[src/rtl/core_reset_sequencer.sv]
// rtl/core_reset_sequencer.sv - staggered multi-domain reset sequencer with soft-reset handshake
//
// Releases NumOut active-low reset domains one after another after a wake-up
// delay, then reports done. A rising soft_rst_req_i while running re-asserts
// every domain, holds them for SoftHoldCycles and re-runs the staggered
// release, acknowledging with a one-cycle soft_rst_ack_o pulse.
//
// Ports:
//   clk_i           core clock
//   reset_l         asynchronous active-low reset
//   soft_rst_req_i  soft-reset request level (rising edge triggers, RUN only)
//   soft_rst_ack_o  one-cycle pulse when a soft reset sequence completes
//   rst_n_o         per-domain resets, async assert / sync deassert
//   rst_done_o      high in RUN once every domain is released
//   phase_o         FSM state for debug (WAKE=0, RELEASE=1, RUN=2, SOFT=3)
module core_reset_sequencer #(
    parameter int NumOut         = 3,
    parameter int WakeUpCycles   = 32768,
    parameter int StaggerCycles  = 16,
    parameter int SoftHoldCycles = 64,
    parameter int SyncStages     = 2,
    parameter int CntWidth       = 16
) (
    input  logic              clk_i,
    input  logic              reset_l,
    input  logic              soft_rst_req_i,
    output logic              soft_rst_ack_o,
    output logic [NumOut-1:0] rst_n_o,
    output logic              rst_done_o,
    output logic [1:0]        phase_o
);

    localparam logic [1:0] ST_WAKE    = 2'd0;
    localparam logic [1:0] ST_RELEASE = 2'd1;
    localparam logic [1:0] ST_RUN     = 2'd2;
    localparam logic [1:0] ST_SOFT    = 2'd3;

    localparam int IdxW = (NumOut > 1) ? $clog2(NumOut) : 1;

    localparam logic [CntWidth-1:0] WAKE_LAST = CntWidth'(WakeUpCycles - 1);
    localparam logic [CntWidth-1:0] STAG_LAST = CntWidth'((StaggerCycles > 0) ? StaggerCycles - 1 : 0);
    localparam logic [CntWidth-1:0] SOFT_LAST = CntWidth'(SoftHoldCycles - 1);
    localparam logic [IdxW-1:0]     IDX_LAST  = IdxW'(NumOut - 1);

    // With a single domain or no stagger there is nothing to sequence.
    localparam bit ALL_AT_ONCE = (NumOut == 1) || (StaggerCycles == 0);

    if ((NumOut < 1) || (WakeUpCycles < 1) || (SoftHoldCycles < 1) || (SyncStages < 2) ||
        (StaggerCycles < 0) || (CntWidth < 1) || (CntWidth > 30) ||
        ((2 ** CntWidth) <= WakeUpCycles) || ((2 ** CntWidth) <= StaggerCycles) ||
        ((2 ** CntWidth) <= SoftHoldCycles)) begin : g_param_check
        $error("core_reset_sequencer: invalid parameter set");
    end

    logic [1:0]                          r_state;
    logic [1:0]                          w_state_nxt;
    logic [CntWidth-1:0]                 r_cnt;
    logic [CntWidth-1:0]                 w_cnt_nxt;
    logic [IdxW-1:0]                     r_idx;
    logic [IdxW-1:0]                     w_idx_nxt;
    logic [NumOut-1:0]                   r_rel;
    logic [NumOut-1:0]                   w_rel_nxt;
    logic [SyncStages-1:0][NumOut-1:0]   r_sync;
    logic                                r_req_q;
    logic                                r_soft_pend;
    logic                                w_soft_pend_nxt;
    logic                                w_sync_clr;
    logic                                w_trig;
    logic                                w_done;

    assign w_trig  = soft_rst_req_i & ~r_req_q;
    assign rst_n_o = r_sync[SyncStages-1];

    // State register
    always_ff @(posedge clk_i or negedge reset_l) begin
        if (!reset_l) begin
            r_state <= ST_WAKE;
        end else begin
            r_state <= w_state_nxt;
        end
    end

    // Next-state and datapath-next logic
    always_comb begin
        w_state_nxt     = r_state;
        w_cnt_nxt       = r_cnt + CntWidth'(1);
        w_idx_nxt       = r_idx;
        w_rel_nxt       = r_rel;
        w_soft_pend_nxt = r_soft_pend;
        w_sync_clr      = 1'b0;
        case (r_state)
            ST_WAKE, ST_SOFT: begin
                if (((r_state == ST_WAKE) && (r_cnt == WAKE_LAST)) ||
                    ((r_state == ST_SOFT) && (r_cnt == SOFT_LAST))) begin
                    w_cnt_nxt = '0;
                    if (r_state == ST_SOFT) begin
                        w_soft_pend_nxt = 1'b1;
                    end
                    if (ALL_AT_ONCE) begin
                        w_rel_nxt   = '1;
                        w_state_nxt = ST_RUN;
                    end else begin
                        w_rel_nxt[0] = 1'b1;
                        w_idx_nxt    = IdxW'(1);
                        w_state_nxt  = ST_RELEASE;
                    end
                end
            end
            ST_RELEASE: begin
                if (r_cnt == STAG_LAST) begin
                    w_cnt_nxt        = '0;
                    w_rel_nxt[r_idx] = 1'b1;
                    if (r_idx == IDX_LAST) begin
                        w_idx_nxt   = '0;
                        w_state_nxt = ST_RUN;
                    end else begin
                        w_idx_nxt = r_idx + IdxW'(1);
                    end
                end
            end
            default: begin
                w_cnt_nxt = r_cnt;
                // Ack consumes the pending flag on the first done cycle.
                if (r_soft_pend && w_done) begin
                    w_soft_pend_nxt = 1'b0;
                end
                if (w_trig) begin
                    w_cnt_nxt   = '0;
                    w_idx_nxt   = '0;
                    w_rel_nxt   = '0;
                    w_sync_clr  = 1'b1;
                    w_state_nxt = ST_SOFT;
                end
            end
        endcase
    end

    // Output logic, derived only from registered state
    always_comb begin
        phase_o        = r_state;
        w_done         = (r_state == ST_RUN) && (&rst_n_o);
        rst_done_o     = w_done;
        soft_rst_ack_o = w_done && r_soft_pend;
    end

    // Counter, release vector, request edge detect and soft-pending flag
    always_ff @(posedge clk_i or negedge reset_l) begin
        if (!reset_l) begin
            r_cnt       <= '0;
            r_idx       <= '0;
            r_rel       <= '0;
            r_req_q     <= 1'b0;
            r_soft_pend <= 1'b0;
        end else begin
            r_cnt       <= w_cnt_nxt;
            r_idx       <= w_idx_nxt;
            r_rel       <= w_rel_nxt;
            r_req_q     <= soft_rst_req_i;
            r_soft_pend <= w_soft_pend_nxt;
        end
    end

    // Release synchronizers: async assert via reset_l, sync clear on soft reset
    always_ff @(posedge clk_i or negedge reset_l) begin
        if (!reset_l) begin
            r_sync <= '0;
        end else if (w_sync_clr) begin
            r_sync <= '0;
        end else begin
            r_sync <= {r_sync[SyncStages-2:0], r_rel};
        end
    end

endmodule

[config.mk]
export PLATFORM = sky130hd
export DESIGN_NAME = core_reset_sequencer
export DESIGN_NICKNAME = d
export VERILOG_FILES = /design/src/rtl/core_reset_sequencer.sv
export SDC_FILE = /design/constraint.sdc
export NUM_CORES = 1
export LEC_CHECK = 0
export ABC_AREA = 1
export BUFFER_PORTS_ARGS = -buffer_cell sky130_fd_sc_hd__buf_2
export CAP_MARGIN = 20
export CORE_MARGIN = 3
export CORE_UTILIZATION = 36
export DETAILED_ROUTE_END_ITERATION = 7
export PLACE_DENSITY = 0.53
export SLEW_MARGIN = 30
export SYNTH_ARGS = -nofsm -noshare
export SYNTH_HDL_FRONTEND = slang
export SYNTH_SLANG_ARGS = --single-unit
[constraint.sdc]
create_clock -name clk_i -period 4.05 [get_ports clk_i]
set_clock_uncertainty 0.05 [all_clocks]
set_input_delay 0.6075 -clock clk_i [delete_from_list [all_inputs] [get_ports clk_i]]
set_output_delay 0.6075 -clock clk_i [all_outputs]
set_load 0.05 [all_outputs]
==> impl_metrics.json <==
{
  "status": "complete, no violations",
  "final_common_cell": "nand2_1",
  "first_iter_violations": 105,
  "rsz0062_at_grt": "no",
  "layout_min_cycle_time_ps": 2480,
  "grt_overflow_total": 0,
  "ys.warnings.count": 0,
  "cp_num_cells": 7,
  "finalCritPeriodShare_pct": 61.3,
  "relSlewSlack_pct": 52.3,
  "path_cells": "inv_1 > ha_1 > inv_1 > nor2_1 > nand2_1 > inv_1 > buf_2",
  "crit_family": "buffers and inverters",
  "cpMostUsedCell": "inv_1",
  "grt_pass1_wl_um": 6660,
  "rows": 25,
  "antenna_left": 0,
  "clk_pin_slew_ps": 70,
  "hpwlAfterDp_um": 2600,
  "postSynthCellCount": 218,
  "firstDrtPassIters": 4,
  "yosysTopAreaCellShare_pct": 42.9,
  "numCtsBuffers": 5,
  "antenna_found_initial": 0,
  "drcViolationCount": 0,
  "path_class": "register to output port",
  "synth_cell_types": 27,
  "drive_above_1_share_pct": 18.3,
  "die-area_sq_um": 5910,
  "slowest_stage": "dfrtp_1",
  "yosys.area.top_type": "dfrtp_1",
  "p_clk_share_pct": 46.4,
  "swShare_pct": 21.5,
  "critPathMaxFanout": 6,
  "p_per_area_nw_per_um2": 299,
  "dp_cells": 288,
  "area_growth_pct": 9.76,
  "insertion_delay_ps": 290,
  "combPwrFrac_pct": 1.4,
  "fin_tns_setup_ps": 0,
  "min_path_type": "primary input to asynchronous set/reset pin",
  "root_buffer": "clkbuf_8",
  "crit_required_ps": 3390,
  "vias": 1384,
  "r2r_slack_ps": 1910,
  "ys_top_cells_by_area": "dfrtp_1 (43%), nand2_1 (10%), inv_1 (5.2%)",
  "syn_area_sq_um": 1810,
  "power.internal_mw": 0.466,
  "fmax_mhz": 403,
  "nNetsFinal": 238,
  "ctsResizeCount": 0,
  "cp-end-kind": "output port",
  "p_switching_mw": 0.128,
  "final_cell_mix": "nand2_1 (49), dfrtp_1 (31), inv_1 (25)",
  "place.gp.congestion": 0.811,
  "post_drt_via_cell_ratio": 4.68,
  "ys_seq_area_share_pct": 42.9,
  "cts_tree": "yes",
  "hold_buffers": 0,
  "avgSynthCellArea_sq_um": 8.29,
  "cp_slowest_stage_delay_ps": 440,
  "pwr-share-seq_pct": 52.2,
  "critPathLaunchType": "register",
  "worst_slew_pin_slew_ps": 716,
  "setup_violations": 0,
  "rr_startpoint": "phase_o[1]",
  "synth_seq_cells": 31,
  "io_pins": 10,
  "syn-num-nets": 228,
  "drt_wl_total_um": 3670,
  "drv_slew": 0,
  "peakVddDrop_mv": 0.125,
  "arrival_ps": 1830,
  "portBuffers": 9,
  "grt_usage_pct": 14.3,
  "grt_max_degree": 32,
  "htreeDepth": 2,
  "leakagePower_nw": 0.946,
  "avgRoutedWirePerCell_um": 12.4,
  "initial_utilization_pct": 37.8,
  "instances_no_fill": 296,
  "reg2reg_depth": 9,
  "nFillCells": 492,
  "clkSinkCount": 31,
  "grt_pass1_vias": 1371,
  "die_y_um": 76.9,
  "post_cts_buffers": 0,
  "n_antenna_cell": 0,
  "max_cap_viol_count": 0,
  "hold_viol": 0,
  "coreArea_sq_um": 4790,
  "r2r-end": "r_cnt[13]",
  "cts_max_path_buffers": 2,
  "critical_path_buf_inv_count": 4,
  "fp.dieW_um": 76.9
}
[routing by layer]
| metal | track usage, % | vias to the layer above | wire length [um] |
|---|---|---|---|
| li1 | - | 715 | - |
| met1 | 19.9 | 643 | 1910 |
| met2 | 21.0 | 20 | 1570 |
| met3 | 3.52 | 6 | 126 |
| met4 | 5.98 | 0 | 72 |
| met5 | 0 | - | 0 |
[synth_stat cells]
library cell and count:
nor3_1 4, nor3_4 1, nor2_4 1, nand3_4 2, nand3_2 2, o22ai_1 1, nand3_1 14, o21a_1 1
nand2_1 49, xor2_1 7, nand2_2 5, dfrtp_1 31, a21oi_1 6, buf_2 2, buf_12 1, inv_1 25
nor2_1 21, o21ai_1 2, xnor2_1 1, o21ai_0 12, nand4_1 5, a21oi_2 10, buf_4 3, inv_2 3
ha_1 7, nand2_4 1, or2_2 1
[power groups by stage]
stage / Combinational [mW] / Clock, mW / Sequential [mW]
6_report: 0.00816 / 0.275 / 0.310
5_1_grt: 0.0101 / 0.298 / 0.310
4_1_cts: 0.00870 / 0.283 / 0.310
3_5_place_dp: 0.00872 / 0 / 0.316
3_3_place_gp: 0.00865 / 0 / 0.316
2_1_floorplan: 0.000911 / 0 / 0.316
[cell type report]
type	count	area [sq um]	share of cell area, %
multi-input combinational	153	875	44.1
sequential	31	776	39.1
inverter	28	105	5.30
clock buffer	8	100	5.04
tap	67	83.8	4.22
timing repair buffer	9	45.0	2.27
[logic make-up after synthesis]
| group | count (synthesis) | share of synthesized area (%) |
|---|---|---|
| AOI/OAI and AO/OA | 32 | 11.1 |
| and+or+nand+nor | 106 | 28.5 |
| DFF | 31 | 42.9 |
| adders and majority gates | 7 | 4.84 |
| buffers and inverters | 34 | 8.72 |
| xor gates and xnor gates | 8 | 3.88 |
[worst max path at each step]
stage,startpoint,end,slack (ps)
6_report,phase_o[0],soft_rst_ack_o,1570
5_1_grt,phase_o[0],soft_rst_ack_o,1440
4_1_cts,phase_o[0],soft_rst_ack_o,1540
3_5_place_dp,phase_o[0],soft_rst_ack_o,1870
3_3_place_gp,phase_o[0],soft_rst_ack_o,1880
2_1_floorplan,phase_o[0],soft_rst_ack_o,1130
[sequential cells by signal, indices dropped and copies added (netlist names)]
name	flops
r_rel	3
r_idx	2
r_sync	3
phase_o	2
r_cnt	16
r_req_q	1
rst_n_o	3
r_soft_pend	1
[worst reg2reg max path: cells and delay by family, from the launching register on]
family,cells,cell delay (ps)
AND/OR/NAND/NOR,3,620
flip-flops,1,430
adder cells (fa/ha/maj),1,300
buffers and inverters,3,390
XOR/XNOR,1,170
AO/OA/AOI/OAI,1,40
[per-stage QoR]
step | hold WS (ps) | util, % | setup WS [ps] | total power [mW] | cell area (sq um)
2_1_floorplan | 262 | - | 1130 | 0.317 | 1810
3_3_place_gp | 365 | 39.4 | 1880 | 0.325 | 1880
3_5_place_dp | 372 | 39.4 | 1870 | 0.325 | 1880
4_1_cts | 339 | 41.5 | 1540 | 0.601 | 1980
5_1_grt | 390 | 41.5 | 1440 | 0.618 | 1980
6_report | 318 | 41.5 | 1570 | 0.594 | 1980
Note: power is estimated with default switching activity, not from simulation.
